**src/rtl/dc_filter_job_arbiter.sv**
```systemverilog
// Round-robin arbiter that shares one DC filter between N_SRC pixel sources.
// One job (IN_PER_OUT beats in, one result out) is in flight at a time; the held grant routes the result.
module dc_filter_job_arbiter #(
    parameter int N_SRC      = 4,
    parameter int IN_PER_OUT = 9,
    parameter int DW         = 24
) (
    input  logic                  i_clk,
    input  logic                  i_rst,
    input  logic [N_SRC-1:0]      i_src_vld,
    input  logic [N_SRC*DW-1:0]   i_src_data,
    output logic [N_SRC-1:0]      o_src_busy,
    output logic [N_SRC-1:0]      o_rsp_vld,
    output logic [DW-1:0]         o_rsp_data,
    input  logic [N_SRC-1:0]      i_rsp_busy,
    output logic                  o_flt_vld,
    output logic [DW-1:0]         o_flt_data,
    input  logic                  i_flt_busy,
    input  logic                  i_flt_res_vld,
    input  logic [DW-1:0]         i_flt_res_data,
    output logic                  o_flt_res_busy,
    output logic [N_SRC-1:0]      o_grant,
    output logic [15:0]           o_job_cnt
);

    localparam int GW = (N_SRC > 1) ? $clog2(N_SRC) : 1;

    typedef enum logic [1:0] {
        ST_IDLE,
        ST_FEED,
        ST_WAIT
    } state_t;

    state_t         state_q, state_d;
    logic [GW-1:0]  g_q, g_d;
    logic [GW-1:0]  rr_ptr_q, rr_ptr_d;
    logic [7:0]     bcnt_q, bcnt_d;
    logic [15:0]    job_cnt_q, job_cnt_d;

    logic [GW-1:0]  pick;
    logic [GW-1:0]  idx;
    logic           feed_xfer;
    logic           rsp_xfer;
    logic           last_beat;
    logic [DW-1:0]  src_word [N_SRC];

    genvar k;
    generate
        for (k = 0; k < N_SRC; k++) begin : g_src_word
            assign src_word[k] = i_src_data[k*DW +: DW];
        end
    endgenerate

    // Scan downwards so the lowest offset from rr_ptr wins.
    always_comb begin
        pick = rr_ptr_q;
        idx  = '0;
        for (int i = N_SRC - 1; i >= 0; i--) begin
            idx = GW'((int'(rr_ptr_q) + i) % N_SRC);
            if (i_src_vld[idx]) begin
                pick = idx;
            end
        end
    end

    assign feed_xfer = (state_q == ST_FEED) && i_src_vld[g_q] && !i_flt_busy;
    assign rsp_xfer  = (state_q == ST_WAIT) && i_flt_res_vld && !i_rsp_busy[g_q];
    assign last_beat = (bcnt_q == 8'(IN_PER_OUT - 1));

    always_comb begin
        state_d   = state_q;
        g_d       = g_q;
        rr_ptr_d  = rr_ptr_q;
        bcnt_d    = bcnt_q;
        job_cnt_d = job_cnt_q;
        case (state_q)
            ST_IDLE: begin
                if (|i_src_vld) begin
                    g_d     = pick;
                    bcnt_d  = '0;
                    state_d = ST_FEED;
                end
            end
            ST_FEED: begin
                if (feed_xfer) begin
                    bcnt_d = bcnt_q + 8'd1;
                    if (last_beat) begin
                        state_d = ST_WAIT;
                    end
                end
            end
            ST_WAIT: begin
                if (rsp_xfer) begin
                    state_d   = ST_IDLE;
                    rr_ptr_d  = (g_q == GW'(N_SRC - 1)) ? '0 : g_q + 1'b1;
                    job_cnt_d = job_cnt_q + 16'd1;
                end
            end
            default: state_d = ST_IDLE;
        endcase
    end

    always_ff @(posedge i_clk) begin
        if (i_rst) begin
            state_q   <= ST_IDLE;
            g_q       <= '0;
            rr_ptr_q  <= '0;
            bcnt_q    <= '0;
            job_cnt_q <= '0;
        end else begin
            state_q   <= state_d;
            g_q       <= g_d;
            rr_ptr_q  <= rr_ptr_d;
            bcnt_q    <= bcnt_d;
            job_cnt_q <= job_cnt_d;
        end
    end

    // Datapath steering is combinational off the registered state and grant.
    always_comb begin
        o_src_busy     = '1;
        o_rsp_vld      = '0;
        o_grant        = '0;
        o_flt_vld      = 1'b0;
        o_flt_res_busy = 1'b1;
        o_flt_data     = src_word[g_q];
        o_rsp_data     = i_flt_res_data;
        case (state_q)
            ST_FEED: begin
                o_flt_vld       = i_src_vld[g_q];
                o_src_busy[g_q] = i_flt_busy;
                o_grant[g_q]    = 1'b1;
            end
            ST_WAIT: begin
                o_rsp_vld[g_q] = i_flt_res_vld;
                o_flt_res_busy = i_rsp_busy[g_q];
                o_grant[g_q]   = 1'b1;
            end
            default: ;
        endcase
    end

    assign o_job_cnt = job_cnt_q;

endmodule

```
**config.mk**
```make
export PLATFORM = sky130hd
export DESIGN_NAME = dc_filter_job_arbiter
export DESIGN_NICKNAME = d
export VERILOG_FILES = /design/src/rtl/dc_filter_job_arbiter.sv
export SDC_FILE = /design/constraint.sdc
export NUM_CORES = 1
export LEC_CHECK = 0
export ABC_AREA = 1
export CAP_MARGIN = 20
export CORE_UTILIZATION = 32
export DETAILED_ROUTE_END_ITERATION = 10
export GPL_TIMING_DRIVEN = 0
export PLACE_DENSITY = 0.78
export SYNTH_ARGS = -nofsm -noshare
export SYNTH_HDL_FRONTEND = slang
export SYNTH_SLANG_ARGS = --single-unit
```
**constraint.sdc**
```tcl
create_clock -name i_clk -period 1.4 [get_ports i_clk]
set_input_delay 0.28 -clock i_clk [delete_from_list [all_inputs] [get_ports i_clk]]
set_output_delay 0.28 -clock i_clk [all_outputs]
set_load 0.02 [all_outputs]
```
* Yosys cells after proc, flatten, opt, wreduce, memory -nomap -nowiden
Cells that the tools add are included.
** Storage, ports and cells
- Logic and storage cells :: 80
- Output and inout bits :: 78
- Bits in registers :: 30
- Input bits :: 132
** Operators by class
- Multiplexer cells :: 35
- Order comparisons :: 7
- Add/subtract/negate cells :: 6
- Reductions and logical operators :: 15
- Equality and inequality tests :: 8
- Bitwise operators :: 4
** Operator list (count)
- $bmux W24 S2 :: 1
- $mux W24 :: 2
- $mux W2 :: 9
- $add A16 B1 Y16 const B :: 1
- $mux W8 :: 2
- $pmux W8 S2 :: 1
- $lt A2 B3 Y1 const B :: 5
- $bmux W1 S2 :: 6
- $mux W4 :: 3
- $mux W1 :: 9
- $add A8 B1 Y8 const B :: 1
- $eq A8 B4 Y1 const B :: 1
- $ne A2 B2 Y1 const B :: 4
- $pmux W2 S3 :: 1
- $logic_and A1 B1 Y1 :: 5
- $add A2 B1 Y2 const B :: 2
- $add A2 B2 Y2 const B :: 2
- $and A4 B4 Y4 :: 1
- $eq A2 B2 Y1 const B :: 2
- $not A4 Y4 :: 1
- $or A4 B4 Y4 :: 1
- $reduce_and A2 Y1 :: 2
- $reduce_and A4 Y1 :: 1
- $reduce_or A4 Y1 :: 1
- other kinds (10) :: 11

* Longest topological paths before layout
- Word-level depth :: 7
- Gate-level depth with buffers :: 12
- Gate-level depth less buffers :: 11

* Worst setup path after synthesis
OpenSTA, ideal clock, no wires.
- Path type :: reg-to-output
- From :: register g_q[0]
- To :: output port o_rsp_vld[2]
- Buffers on the path :: 2
- Arrival time :: 1376 ps
- Path slack :: -256 ps
- Data required time :: 1120 ps
- Stages on the path, launching flop included :: 7
- Path through :: dfxtp_1 buf_6 inv_6 clkbuf_1 ha_1 inv_1 nor2_1
** On the way
- Cells in the longest elaborated chain, start to end :: 6
- Elaborated cells on any way between the ends :: 7
- Classes of those cells :: 2 x order compare; 3 x mux; 1 x bitwise; 1 x reduce/logical
** RTL lines
- from (decl) :: RTL line 35 : logic [GW-1:0] g_q, g_d;
- from (signal assigned) :: RTL line 112 : g_q <= g_d;
- $lt A2 B3 Y1 (not written as such) or $ge A2 B1 Y1 (tied branches) :: RTL line 135 : o_rsp_vld[g_q] = i_flt_res_vld;
- $logic_and A1 B1 Y1 (not written as such) :: RTL line 135
- $mux W1 (not written as such) :: RTL line 135
- $demux W1 S2 * :: RTL line 135
- $and A4 B4 Y4 (no line) *
- $mux W4 * :: RTL line 128 : case (state_q)
- to (decl) :: RTL line 13 : output logic [N_SRC-1:0] o_rsp_vld,
Every way passes the cells marked *; elsewhere a longest branch is shown, timed or not.

* Final worst setup path
- From :: register g_q[0]
- To :: output port o_rsp_vld[0]
The elaborated chain is that of the path after synthesis.

==> impl_metrics.py <==
metrics = {
    "sta": {
        "max_freq_mhz": 557,
        "relSlewSlack_pct": 50.3,
        "setup_ws_ns": -0.394,
        "max_slew.worst_pin.slew_ns": 0.745,
        "slew_viol_final": 0,
        "final-hold-violation-count": 0,
        "timing.final.crit_period_ns": 1.79,
        "period_share_pct": 128,
        "finalSetupTns_ns": -16.60,
        "rsz0062_at_grt": "true",
        "finClkSkew_ns": 0.00969,
        "finalSetupViolCount": 67,
    },
    "worst_setup_path": {
        "critPathRequiredTime_ns": 1.12,
        "slowest_stage": "dfxtp_4",
        "critPathMaxFanout": 7,
        "crit_arrival_ns": 1.51,
        "critPathLaunchType": "register",
        "critPathTopFamily": "buffers and inverters",
        "critPathMaxStageDelay_ns": 0.36,
        "path_buf_inv": 5,
        "path_cells": "buf_12, clkinv_8, clkbuf_16, ha_4, inv_2, nor2_2, buf_6",
        "path_class": "register to output pin",
        "cp-end-kind": "output pin",
    },
    "yosys": {
        "synth_fp_nets": 634,
        "ys_top_cells_by_area": "dfxtp_1, nand2_1, o21ai_0",
        "netlist_instances": 490,
        "ys_ff_latch": 30,
        "synth_top_area_share_pct": 20.5,
        "synth_edf_count": 0,
        "ys_seq_area_share_pct": 20.5,
        "syn-mean-instance-area_um2": 5.98,
        "async_flop_share_pct": 0,
        "ys_types": 31,
        "synth_top_area_cell": "dfxtp_1",
        "netlist_area_mm2": 0.00293,
        "ys.flop_type": "dfxtp_1",
        "yosysWarnings": 0,
    },
    "layout": {
        "diodes": 0,
        "layout_commonest_cell": "clkdlybuf4s50_1",
        "final_util_pct": 75.6,
        "fin_cells": 828,
        "mostFrequentLayoutCells": "clkdlybuf4s50_1, nand2_1, buf_4, nor2_1, buf_6",
        "area_growth_pct": 127,
        "nFillCells": 525,
        "drive_gt1_share_pct": 46.0,
        "fin_nets": 863,
    },
    "power": {
        "p_sw_share_pct": 48.7,
        "p_sw_mw": 5.09,
        "power_frac_seq_pct": 10.6,
        "ir_drop_mv": 1.10,
        "cellPowerDensity_mw_per_mm2": 1570,
        "clockPowerShare_pct": 7.2,
        "p_int_mw": 5.37,
        "pwr-share-comb_pct": 82.2,
        "leakagePower_nw": 2.89,
    },
    "global_route": {
        "gr-total-overflow": 0,
        "grt_max_degree": 11,
        "grt_pass1_vias": 4356,
        "grt_usage_pct": 28.3,
        "antenna_found_initial": 0,
        "grt_pass1_wl_mm": 21.6,
    },
    "floorplanning": {
        "dieHeight_um": 97.7,
        "fp.dieW_um": 97.7,
        "ios": 210,
        "core_mm2": 0.00881,
        "row_count": 34,
        "start_util_pct": 33.3,
        "die-area_mm2": 0.00954,
    },
    "routing": {
        "drc": 36,
        "via_per_inst": 5.51,
        "dr.pass1.iters": 8,
        "antenna_left": 0,
        "drtIter0Drc": 419,
        "wl_mm": 15.5,
        "vias": 4566,
        "wl_per_cell_um": 18.7,
    },
    "placed_design": {
        "hpwl_mm": 9.74,
        "placedCellCount": 782,
        "routabilityCongestion": 0.913,
        "port_buffers": 184,
        "preCtsSetupSlack_ns": -0.819,
    },
    "cts": {
        "cts_htree_levels": 2,
        "cts_tree": "yes",
        "cts_buffers": 5,
        "cts-root-buf": "clkbuf_8",
        "clkTransAtPathRegs_ns": 0.07,
        "cts_buffer_depth": 2,
        "numClockSinks": 30,
        "clock_latency_ns": 0.29,
    },
    "run": {
        "maxCapViolCount": 0,
    },
    "hold_path": {
        "hp-class": "input port to register",
    },
    "status": {
        "violations": "DRC, setup timing",
        "outcome": "finished, violations left",
    },
}
## metal layers
| layer | vias up | global-route usage, % | part of all wire [%] |
|---|---|---|---|
| li1 | 2048 | - | - |
| met1 | 2190 | 31.9 | 37 |
| met2 | 261 | 52.8 | 51 |
| met3 | 67 | 3.96 | 7.3 |
| met4 | 0 | 11.8 | 4.5 |
| met5 | - | 0 | 0 |
## sequential cells by signal, summed over array words and instances, names as in the netlist
name	cells
state_q	2
o_job_cnt	16
bcnt_q	8
g_q	2
rr_ptr_q	2
## power groups by stage
| stage | registers, mW | clock network, mW | logic, mW |
|---|---|---|---|
| 3_3_place_gp | 1.04 | 0 | 5.32 |
| 2_1_floorplan | 1.03 | 0 | 3.31 |
| 3_5_place_dp | 1.05 | 0 | 5.42 |
| 6_report | 1.10 | 0.756 | 8.60 |
| 4_1_cts | 1.08 | 0.747 | 7.30 |
| 5_1_grt | 1.11 | 0.792 | 8.96 |
## what timing repair did
action	CTS	global route
gates resized for setup	435	161
hold buffers	0	0
cloned	7	2
pin swaps	32	34
buffers inserted	19	12
endpoints found under the setup margin	83	69
## Yosys cell counts (3+ instances only)
library cell,n
nor2_1,71
a21oi_1,24
inv_1,45
clkbuf_1,16
buf_2,4
dfxtp_1,30
xor2_1,9
buf_6,3
buf_4,24
nand2_1,98
xnor2_1,3
nand2_2,3
nand3_1,29
ha_1,12
o22ai_1,24
nor3_1,13
o21ai_0,62
## through the flow
stage	cell area, um2	hold slack, ns	total power, mW
after global routing	6660	0.517	10.9
after detailed placement	5090	0.478	6.47
final	6660	0.484	10.5
after floorplan	3110	0.458	4.34
after global placement	5090	0.471	6.36
after CTS	5990	0.443	9.13
## layout make-up
type | count | area, um2 | area share, %
Buffer | 47 | 524 | 7.87
Clock buffer | 6 | 82.6 | 1.24
Clock inverter | 2 | 12.5 | 0.188
Inverter | 50 | 253 | 3.79
Multi-Input combinational cell | 365 | 2810 | 42.2
Sequential cell | 30 | 626 | 9.39
Tap cell | 108 | 135 | 2.03
Timing Repair Buffer | 219 | 2210 | 33.1
Timing Repair inverter | 1 | 8.76 | 0.132
## worst paths after layout
kind	start	endpoint	slack, ns	cells past startpoint
setup / recovery	g_q[0]	o_rsp_vld[0]	-0.39	7
hold / removal	i_rst	o_job_cnt[8]	0.48	2
setup reg to reg	g_q[0]	bcnt_q[1]	-0.24	10
hold reg to reg	o_job_cnt[14]	o_job_cnt[14]	0.50	2
## logic make-up after synthesis
family / Yosys count / share of synthesized area, %
AO/OA/AOI/OAI: 115 / 21.2
XOR/XNOR: 12 / 3.59
adder cells (fa/ha/maj): 12 / 5.12
buffers and inverters: 97 / 16.9
flip-flops: 30 / 20.5
AND/OR/NAND/NOR: 224 / 32.7
(Power assumes the default switching activity.)
